File: config.mk
export PLATFORM = sky130hd
export DESIGN_NAME = level_progress_ctrl_flat
export DESIGN_NICKNAME = d
export VERILOG_FILES = /design/src/rtl/level_progress_if.sv /design/src/rtl/level_progress_ctrl.sv /design/src/flat_wrapper.sv
export SDC_FILE = /design/constraint.sdc
export NUM_CORES = 1
export LEC_CHECK = 0
export CORE_MARGIN = 3
export CORE_UTILIZATION = 40
export CTS_BUF_LIST = sky130_fd_sc_hd__clkbuf_4 sky130_fd_sc_hd__clkbuf_8
export CTS_CLUSTER_DIAMETER = 80
export DETAILED_ROUTE_END_ITERATION = 16
export PLACE_DENSITY = 0.63
export SLEW_MARGIN = 20
export SYNTH_ARGS = -nofsm -noshare
export SYNTH_HDL_FRONTEND = slang
export SYNTH_SLANG_ARGS = --single-unit
File: constraint.sdc
create_clock -name clk -period 2.6 [get_ports clk]
set_clock_uncertainty 0.05 [all_clocks]
set_input_delay 0.52 -clock clk [delete_from_list [all_inputs] [get_ports clk]]
set_output_delay 0.52 -clock clk [all_outputs]
set_load 0.02 [all_outputs]
File: src/rtl/level_progress_if.sv
// level_progress_if: round-event inputs and progress/status outputs of the level tracker
interface level_progress_if;
  logic start;
  logic level_pass;
  logic level_fail;
  logic light1;
  logic light2;
  logic light3;
  logic game_win;
  logic game_over;
  logic playing;
  logic [1:0] cur_level;
  modport master (
    output start, level_pass, level_fail,
    input light1, light2, light3, game_win, game_over, playing, cur_level
  );
  modport slave (
    input start, level_pass, level_fail,
    output light1, light2, light3, game_win, game_over, playing, cur_level
  );
endinterface

File: src/rtl/level_progress_ctrl.sv
// level_progress_ctrl: three-level game tracker with thermometer lights and timed win/lose hold
module level_progress_ctrl #(
  parameter int HOLD_CYCLES = 50000000,
  parameter int CNT_W = 26
) (
  input logic clk,
  input logic rst,
  level_progress_if.slave bus
);
  typedef enum logic [2:0] {IDLE, L1, L2, L3, WIN, LOSE} state_t;
  state_t state;
  logic [CNT_W-1:0] cnt;
  logic start_h, pass_h, fail_h;
  logic start_ev, pass_ev, fail_ev;
  assign start_ev = bus.start & ~start_h;
  assign pass_ev = bus.level_pass & ~pass_h;
  assign fail_ev = bus.level_fail & ~fail_h;
  always_ff @(posedge clk) begin
    if (rst) begin
      state <= IDLE;
      cnt <= '0;
      {start_h, pass_h, fail_h} <= '0;
      {bus.light1, bus.light2, bus.light3} <= '0;
      {bus.game_win, bus.game_over, bus.playing} <= '0;
      bus.cur_level <= '0;
    end else begin
      start_h <= bus.start;
      pass_h <= bus.level_pass;
      fail_h <= bus.level_fail;
      if (start_ev) begin
        state <= L1;
        cnt <= '0;
        {bus.light1, bus.light2, bus.light3} <= '0;
        {bus.game_win, bus.game_over, bus.playing} <= 3'b001;
        bus.cur_level <= 2'd1;
      end else begin
        case (state)
          L1, L2, L3: begin
            if (fail_ev) begin
              state <= LOSE;
              bus.game_over <= 1'b1;
              bus.playing <= 1'b0;
              bus.cur_level <= 2'd0;
            end else if (pass_ev) begin
              case (state)
                L1: begin
                  state <= L2;
                  bus.light1 <= 1'b1;
                  bus.cur_level <= 2'd2;
                end
                L2: begin
                  state <= L3;
                  bus.light2 <= 1'b1;
                  bus.cur_level <= 2'd3;
                end
                default: begin
                  state <= WIN;
                  bus.light3 <= 1'b1;
                  bus.game_win <= 1'b1;
                  bus.playing <= 1'b0;
                  bus.cur_level <= 2'd0;
                end
              endcase
            end
          end
          WIN, LOSE: begin
            // exit on the last hold cycle so the counter never wraps
            if (cnt == CNT_W'(HOLD_CYCLES - 1)) begin
              state <= IDLE;
              cnt <= '0;
              bus.game_win <= 1'b0;
              bus.game_over <= 1'b0;
            end else begin
              cnt <= cnt + CNT_W'(1);
            end
          end
          default: cnt <= '0;
        endcase
      end
    end
  end
endmodule

File: src/flat_wrapper.sv
// flat-port wrapper written by rule: the top's interface ports become plain ports
module level_progress_ctrl_flat 
#(
  parameter int HOLD_CYCLES = 50000000,
  parameter int CNT_W = 26
)
  (clk, rst, bus_start, bus_level_pass, bus_level_fail, bus_light1, bus_light2, bus_light3, bus_game_win, bus_game_over, bus_playing, bus_cur_level);
  level_progress_if bus_i ();
  input logic clk;
  input logic rst;
  input wire logic [$bits(bus_i.start)-1:0] bus_start;
  input wire logic [$bits(bus_i.level_pass)-1:0] bus_level_pass;
  input wire logic [$bits(bus_i.level_fail)-1:0] bus_level_fail;
  output wire logic [$bits(bus_i.light1)-1:0] bus_light1;
  output wire logic [$bits(bus_i.light2)-1:0] bus_light2;
  output wire logic [$bits(bus_i.light3)-1:0] bus_light3;
  output wire logic [$bits(bus_i.game_win)-1:0] bus_game_win;
  output wire logic [$bits(bus_i.game_over)-1:0] bus_game_over;
  output wire logic [$bits(bus_i.playing)-1:0] bus_playing;
  output wire logic [$bits(bus_i.cur_level)-1:0] bus_cur_level;
  assign bus_i.start = bus_start;
  assign bus_i.level_pass = bus_level_pass;
  assign bus_i.level_fail = bus_level_fail;
  assign bus_light1 = bus_i.light1;
  assign bus_light2 = bus_i.light2;
  assign bus_light3 = bus_i.light3;
  assign bus_game_win = bus_i.game_win;
  assign bus_game_over = bus_i.game_over;
  assign bus_playing = bus_i.playing;
  assign bus_cur_level = bus_i.cur_level;
  level_progress_ctrl #(.HOLD_CYCLES(HOLD_CYCLES), .CNT_W(CNT_W)) u_core (.clk(clk), .rst(rst), .bus(bus_i));
endmodule
==> qor.yml <==
outcome:
  status: "complete, no violations"
timing:
  rsz0062_at_grt: "no"
  finalWorstSetupSlack_ps: 442
  setup_viol: 0
  tns_ps: 0
  max_clock_freq_mhz: 463
  maxSlewViolCount: 0
  final_hold_viol_count: 0
  relSlewSlack_pct: 58.2
  period_share_pct: 83.0
  period_needed_ps: 2160
  tightest_slew_ps: 621
synthesis:
  synth_cell_types: 33
  netlist.area_leader.share_pct: 44.1
  synth_top_cell_by_area: "dfxtp_1"
  ys_ff_latch: 40
  syn-instance-count: 211
  synth_nets: 217
  synth_area_leaders: "dfxtp_1 (44%), xor2_1 (8.2%), nor2_1 (5.2%)"
  synthesis.area_um2: 1820
  yosys_warnings: 0
  seq_area_frac_synth_pct: 44.1
  syn_avg_cell_area_um2: 8.61
critical_path:
  crit_arrival_ps: 2280
  crit_family: "compound AO/OA/AOI/OAI gates"
  critPathMaxFanout: 11
  path_buf_inv: 1
  crit_type: "register to register"
  cp-end-kind: "register"
  startpoint_type: "register"
  required_ps: 2730
  max_stage_delay_ps: 530
  path_cells: "nor4b_1 -> nand4_1 -> o41a_1 -> o21ai_4 -> buf_4 -> nor2_1"
  cp_slowest_cell: "o41a_1"
floorplan:
  num_rows: 23
  initial_core_util_pct: 43.2
  die-area_um2: 5390
  core_area_um2: 4200
  io_pins: 13
  fp.dieW_um: 73.4
  die_height_um: 73.4
detailed_routing:
  routed_wl_um: 3670
  drt_iter0_drc: 108
  vias: 1532
  antenna_left: 0
  wl_per_cell_um: 13.1
  firstDrtPassIters: 4
  via_per_inst: 5.49
  route.detailed.drc: 0
clocking:
  clock_sinks: 40
  ctsRootBufferMaster: "clkbuf_8"
  hold_buffers: 0
  path_clk_slew_ps: 80
  cts_setup_buffers: 0
  clkLatencyLatePin_ps: 290
  cts_buffers: 5
  clock_path_buffers: 2
  cts_tree: "yes"
  cts_htree_levels: 2
  cts_resized: 0
final_layout:
  multi_input_area_um2: 948
  instances_no_fill: 279
  nets: 234
  diodes: 0
  drive_gt1_share_pct: 6.11
  ff_latch_area_um2: 801
  final_common_cell: "dfxtp_1"
  design_area_um2: 2090
  final_cell_mix: "dfxtp_1 (40), nor2_1 (25), nand2_1 (24)"
  syn_to_final_growth_pct: 15.2
  fillers: 398
worst_hold_path:
  hp-class: "register to register"
placed_design:
  place_inst: 271
  globalplace.congestion: 0.813
  io_buffers: 12
  place_area_um2: 1980
  hpwl_um: 2590
  dpl_worst_slack_ps: 465
global_route:
  grt_pass1_vias: 1354
  antenna_found_initial: 0
  grt-ovfl-total: 0
  grt_max_degree: 13
  grt_pass1_wl_um: 6290
  gr-usage-all-layers_pct: 15.0
power:
  power_density_nw_per_um2: 587
  leakage_nw: 0.696
  peakVddDrop_v: 0.000298
job:
  max_cap_violations: 0
==> Yosys cell counts <==
cell and number:
dfxtp_1 40, nor2_1 25, nand2_1 24, xor2_1 17
a21oi_1 13, nand4_1 13, nand3_1 11, nor2b_1 6
and3_1 5, inv_1 5, nand2b_1 5, a31oi_1 4
nor3_1 4, o21ai_0 4, or4_1 4, xnor2_1 4
and4_1 3, buf_2 3, buf_6 3, nor4_1 3
a41oi_1 2, o211ai_1 2, and2_1 1, and4b_1 1
ha_1 1, nor3b_1 1, nor4b_1 1, o211a_1 1
o21ai_4 1, o21ba_2 1, o21bai_1 1, o41a_1 1
or3_1 1
==> per-stage QoR <==
step | power (W) | utilization [%] | hold WS [ps]
final | 0.00123 | 49.8 | 398
after global placement | 0.000735 | 47.1 | 388
after floorplan | 0.000711 | - | 412
after detailed placement | 0.000736 | 47.1 | 393
after CTS | 0.00124 | 49.8 | 405
after global routing | 0.00128 | 49.8 | 434
==> path summary, 6_finish.rpt <==
kind / startpoint / endpoint / slack [ps] / cells past startpoint
setup / recovery: u_core.cnt[24] / u_core.cnt[19] / 440 / 6
hold / removal: u_core.bus.light2 / u_core.bus.light2 / 400 / 2
setup reg to reg: u_core.cnt[24] / u_core.cnt[19] / 440 / 6
hold reg to reg: u_core.bus.light2 / u_core.bus.light2 / 400 / 2
==> worst reg2reg max path, stage by stage, from the launching register on <==
cell	delay (ps)
dfxtp_1	340
nor4b_1	380
nand4_1	170
o41a_1	530
o21ai_4	290
buf_4	240
nor2_1	60
==> area by class of cell <==
| class | instances | area share [%] |
|---|---|---|
| inverters | 5 | 0.897 |
| clock buffers | 6 | 3.65 |
| repair buffers | 16 | 7.18 |
| flip-flops and latches | 40 | 38.3 |
| well taps | 50 | 2.99 |
| multi-input cells | 160 | 45.3 |
| clock inverters | 2 | 1.67 |
==> kinds of logic (layout without fill, tap and decap cells) <==
family,after synthesis,after routing,share of synthesized area (%)
buffers and inverters,11,29,3.72
AND/OR/NAND/NOR,108,108,30.5
AO/OA/AOI/OAI,30,30,10.9
XOR/XNOR,21,21,10.1
adder cells (fa/ha/maj),1,1,0.689
flip-flops,40,40,44.1
==> power by group <==
part | internal [W] | total (W) | switching (W)
Sequential | 0.000623 | 0.000633 | 0.00000971
Clock | 0.000295 | 0.000506 | 0.000211
Combinational | 0.0000362 | 0.0000892 | 0.0000530
==> metal layers <==
layer,GRT usage (%),share of wire [%],vias up,wire length (um)
met5,0,0,-,0
met2,21.4,43,30,1580
met4,5.23,0.82,0,30
met3,5.06,3.6,4,132
li1,-,-,777,-
met1,21.0,53,721,1930
==> sequential cells by signal, summed over array words and instances, names as in the netlist <==
name / flops
u_core.start_h: 1
u_core.bus.game_over: 1
u_core.cnt: 26
u_core.state: 3
u_core.bus.light2: 1
u_core.bus.light1: 1
u_core.bus.playing: 1
u_core.bus.light3: 1
u_core.fail_h: 1
u_core.bus.game_win: 1
u_core.bus.cur_level: 2
u_core.pass_h: 1
Power figures use the tool's default switching activity.
==> RTL edit 1, RTL diff (same flow settings) <==
Re-encode `state_t` (6 states) as one-hot, 6 bits wide.
--- a/src/rtl/level_progress_ctrl.sv
+++ b/src/rtl/level_progress_ctrl.sv
@@ -7,7 +7,7 @@
   input logic rst,
   level_progress_if.slave bus
 );
-  typedef enum logic [2:0] {IDLE, L1, L2, L3, WIN, LOSE} state_t;
+  typedef enum logic [5:0] {IDLE = 6'b000001, L1 = 6'b000010, L2 = 6'b000100, L3 = 6'b001000, WIN = 6'b010000, LOSE = 6'b100000} state_t;
   state_t state;
   logic [CNT_W-1:0] cnt;
   logic start_h, pass_h, fail_h;
Function: no difference found for any inputs over 10 cycles, from zero or initial values and one cycle with rst high; not proved beyond that.
==> RTL edit 1 against the unedited design <==
Total power rose by 1.5%. Sequential cell count rose by 3. Design area rose by 17%. Cell count rose by 18%. Sequential share of layout area fell by 3.0 points. Global-route usage rose by 0.18 points. Setup slack got worse by 170 ps. Synthesized area rose by 17%. Count of clock-buffer cells in the layout fell by 1. Wire length rose by 21%. Critical endpoint is now u_core.cnt[17].
==> RTL edit 1: results (changes against the unedited design) <==
Drt
  – DRT Pass-1 Iters: 4 (unchanged)
  – Via count: 1,752 (+14%)
  – DRT iter0 DRCs: 108 (unchanged)
  – Total Wirelength: 4.42 mm (+21%)

Yosys
  – Sequential-to-total area share from yosys stat: 0.406 (-0.0351)
  – Synth unique cells: 46 (+39%)
  – Post-Syn Nets: 252 (+16%)
  – Post-synth ARST share: 0 (unchanged)
  – Synth Area in XOR/XNOR: 0.0743 (-0.0269)
  – Compound-Gate Fraction of Synth Area: 0.135 (+0.0262)
  – Most common library cells after synthesis: dfxtp_1, nor2_1, nand2_1
  – Yosys warns: 0 (unchanged)
  – Primary FF master, synth: dfxtp_1
  – Top cells by area, synth: dfxtp_1, nor2_1, xnor2_1
  – Adder-cell area share of the yosys netlist: 0.00590 (-0.000991)
  – Proportion of synthesized area in mux cells: 0.00943 (+0.00943)

Worst setup path
  – WP data arrival: 2450 ps (+170 ps)
  – CP Max Fanout: 14 (+3)

Layout
  – Fill count: 471 (+18%)
  – # diodes: 0 (unchanged)
  – Largest registers: u_core.cnt x26, u_core.state x6, u_core.bus.cur_level x2
  – Layout cell share with drive strength beyond 1: 0.0996 (+0.0385)
  – Layout net count: 267 (+14%)

Power and ir drop
  – IR drop worst, VDD: 0.000379 V (+27%)
  – Leak: 0.802 nW (+15%)

Placement
  – Routability congestion estimate: 0.764 (-6.1%)
  – # port buffers: 12 (unchanged)
  – Hpwl dp: 3.22 mm (+24%)

Global routing
  – Vias in the first global route: 1,665 (+23%)
  – Initial antenna violation count: 0 (unchanged)
  – Gr usage total: 0.152 (+0.00176)
  – Pin count of the biggest net entering global routing: 18 (+5)
  – First-pass GRT wire length: 7.71 mm (+22%)

STA
  – Slew margin rel.: 0.498 (-0.0843)

CTS
  – Clock transition at path regs: 80 ps (about the same)
  – CTS buffer count: 5 (unchanged)
  – Root Driver: clkbuf_8
  – Clock tree buffer depth: 2 (unchanged)
  – Post-CTS Setup Bufs: 0 (unchanged)
  – CTS-repair resized insts: 0 (unchanged)
  – Clk Latency, worst-skew pair: 290 ps (about the same)
  – H-tree Lvls: 2 (unchanged)

Min path
  – Worst Hold Class: reg2reg

Outcome
  – Status: complete, no violations
[RTL edit 1: metrics by stage]
stage | hold slack, ps | instances | setup slack (ps) | power (mW) | cell area [um2]
floorplan | 401 | 246 | 507 | 0.728 | 2120
global placement | 384 | 321 | 266 | 0.755 | 2330
detailed placement | 389 | 321 | 231 | 0.756 | 2330
CTS | 402 | 328 | 255 | 1.26 | 2440
global route | 427 | 328 | 147 | 1.29 | 2440
finish | 401 | 328 | 270 | 1.25 | 2440
[RTL edit 1: critical path, cell delays in order (launching register included)]
cell and delay, ps:
dfxtp_1 440, or4b_1 520, nor4_4 430, a31oi_4 260, o21ai_4 400, nor2_1 100
[RTL edit 1: final cells by class]
cell class | instances | area share
clock buffer | 5 | 0.0282
clock inverter | 2 | 0.0154
inverter | 3 | 0.00461
multi-input combinational | 187 | 0.483
sequential | 43 | 0.353
tap | 67 | 0.0343
timing repair buffer | 21 | 0.0820
[RTL edit 1: worst paths after layout]
kind / start / to / slack, ps / depth (start not counted)
max: u_core.cnt[6] / u_core.cnt[17] / 270 / 5
min: u_core.bus.light3 / u_core.bus.light3 / 400 / 2
max reg2reg: u_core.cnt[6] / u_core.cnt[17] / 270 / 5
min reg2reg: u_core.bus.light3 / u_core.bus.light3 / 400 / 2
[RTL edit 1: where the power goes]
part | internal [mW] | total (mW) | switching, mW
logic | 0.0290 | 0.0682 | 0.0392
registers | 0.666 | 0.671 | 0.00564
clock network | 0.281 | 0.507 | 0.226
[RTL edit 1: routing by layer]
metal	global-route usage	vias up	part of all wire
met2	0.245	22	0.45
met4	0.0361	0	0.0018
met5	0	-	0
met1	0.207	819	0.52
li1	-	909	-
met3	0.0340	2	0.029
[RTL edit 1: kinds of logic (layout without fill, tap and decap cells)]
logic type      Yosys count  in the layout
fa+ha+maj                 1              1
compound gates           39             39
flops                    43             43
mux                       2              2
simple gates            127            127
buf+inv                  16             31
xor+xnor                 18             18
==> RTL edit 2, RTL diff (same settings) <==
Without the edit above. `HOLD_CYCLES` is set to 50000000 in 2 places; all go to 25000000.
--- a/src/rtl/level_progress_ctrl.sv
+++ b/src/rtl/level_progress_ctrl.sv
@@ -1,6 +1,6 @@
 // level_progress_ctrl: three-level game tracker with thermometer lights and timed win/lose hold
 module level_progress_ctrl #(
-  parameter int HOLD_CYCLES = 50000000,
+  parameter int HOLD_CYCLES = 25000000,
   parameter int CNT_W = 26
 ) (
   input logic clk,
--- a/src/flat_wrapper.sv
+++ b/src/flat_wrapper.sv
@@ -1,7 +1,7 @@
 // flat-port wrapper written by rule: the top's interface ports become plain ports
 module level_progress_ctrl_flat 
 #(
-  parameter int HOLD_CYCLES = 50000000,
+  parameter int HOLD_CYCLES = 25000000,
   parameter int CNT_W = 26
 )
   (clk, rst, bus_start, bus_level_pass, bus_level_fail, bus_light1, bus_light2, bus_light3, bus_game_win, bus_game_over, bus_playing, bus_cur_level);
Check against the original RTL: same outputs for any inputs over 10 cycles, from zero or initial values and one cycle with rst high; that may be too few to reach the edited logic, so the function may still have changed.
==> RTL edit 2 against the unedited design <==
First-iteration DRC count down 19%. Design area rose by 2.6%. Highest routed layer unchanged. Synthesized area is 4.0% higher. Wire length increased by 6.5%. Critical endpoint is now u_core.cnt[21]. Total power is 6.8% lower. Critical path type unchanged. Sequential cell count unchanged. Largest power group unchanged. Setup slack got worse by 120 ps. Utilization down 1.5 points.
==> RTL edit 2: results (changes against the unedited design) <==
Layout
  – Fraction of area in registers: 0.373 (-0.00960)
  – Layout net count: 249 (+6.4%)
  – Multi-input comb cells: 170 (+6.3%)
  – Nonclk inv count: 9 (+4)
  – Synthesis-to-finish area growth: 13.6%

Yosys
  – Adder-cell area share of the yosys netlist: 0.00662 (-0.000265)
  – Cells after Synth: 229 (+8.5%)
  – Top cells by area, synth: dfxtp_1, xnor2_1, nor2_1
  – Post-Syn Nets: 235 (+8.3%)

Power and ir drop
  – IR drop worst, VDD: 0.000282 V (-5.5%)
  – Clock Power: 0.421 mW (-17%)
  – Seq pwr: 0.631 mW (about the same)

Placement
  – Hpwl dp: 2.80 mm (+8.1%)
  – Placed cell areas: 2050 um2 (+3.7%)
  – Pre-CTS WS: 319 ps (-146 ps)
  – Routability congestion estimate: 0.854 (+5.0%)

Worst setup path
  – Cell family with most CP delay: simple AND/OR/NAND/NOR gates
  – Max stage delay on crit path: 690 ps (+160 ps)

Drt
  – Routed len/inst: 13.2 um (+0.37%)
  – Total Wirelength: 3.91 mm (+6.5%)
  – Met1 WL: 2.05 mm (+6.4%)
  – Metal2 WL: 1.64 mm (+3.7%)

Global routing
  – Met2 Use GR: 0.211 (-0.00377)
  – Pin count of the biggest net entering global routing: 17 (+4)
  – Vias in the first global route: 1,446 (+6.8%)
  – Met1 Use GR: 0.229 (+0.0189)

STA
  – Worst slew pin tran: 658 ps (+36.9 ps)

Outcome
  – Status: complete, no violations
## RTL edit 2: cell types whose count changed after synthesis, moves of 3 or more
| cell | before | now |
|---|---|---|
| clkbuf_1 | 0 | 5 |
| inv_1 | 5 | 9 |
| nand2_1 | 24 | 17 |
| nand2b_1 | 5 | 9 |
| nand3b_1 | 0 | 3 |
| nand4_1 | 13 | 4 |
| nor2_1 | 25 | 30 |
| nor3_1 | 4 | 10 |
| o21ai_0 | 4 | 14 |
| xnor2_1 | 4 | 14 |
| xor2_1 | 17 | 2 |
## RTL edit 2: final timing paths
| path | depth (start not counted) | end | startpoint |
|---|---|---|---|
| max reg2reg | 5 | u_core.cnt[21] | u_core.cnt[23] |
| min reg2reg | 2 | u_core.bus.light2 | u_core.bus.light2 |
| min | 2 | u_core.bus.light2 | u_core.bus.light2 |
| max | 5 | u_core.cnt[21] | u_core.cnt[23] |
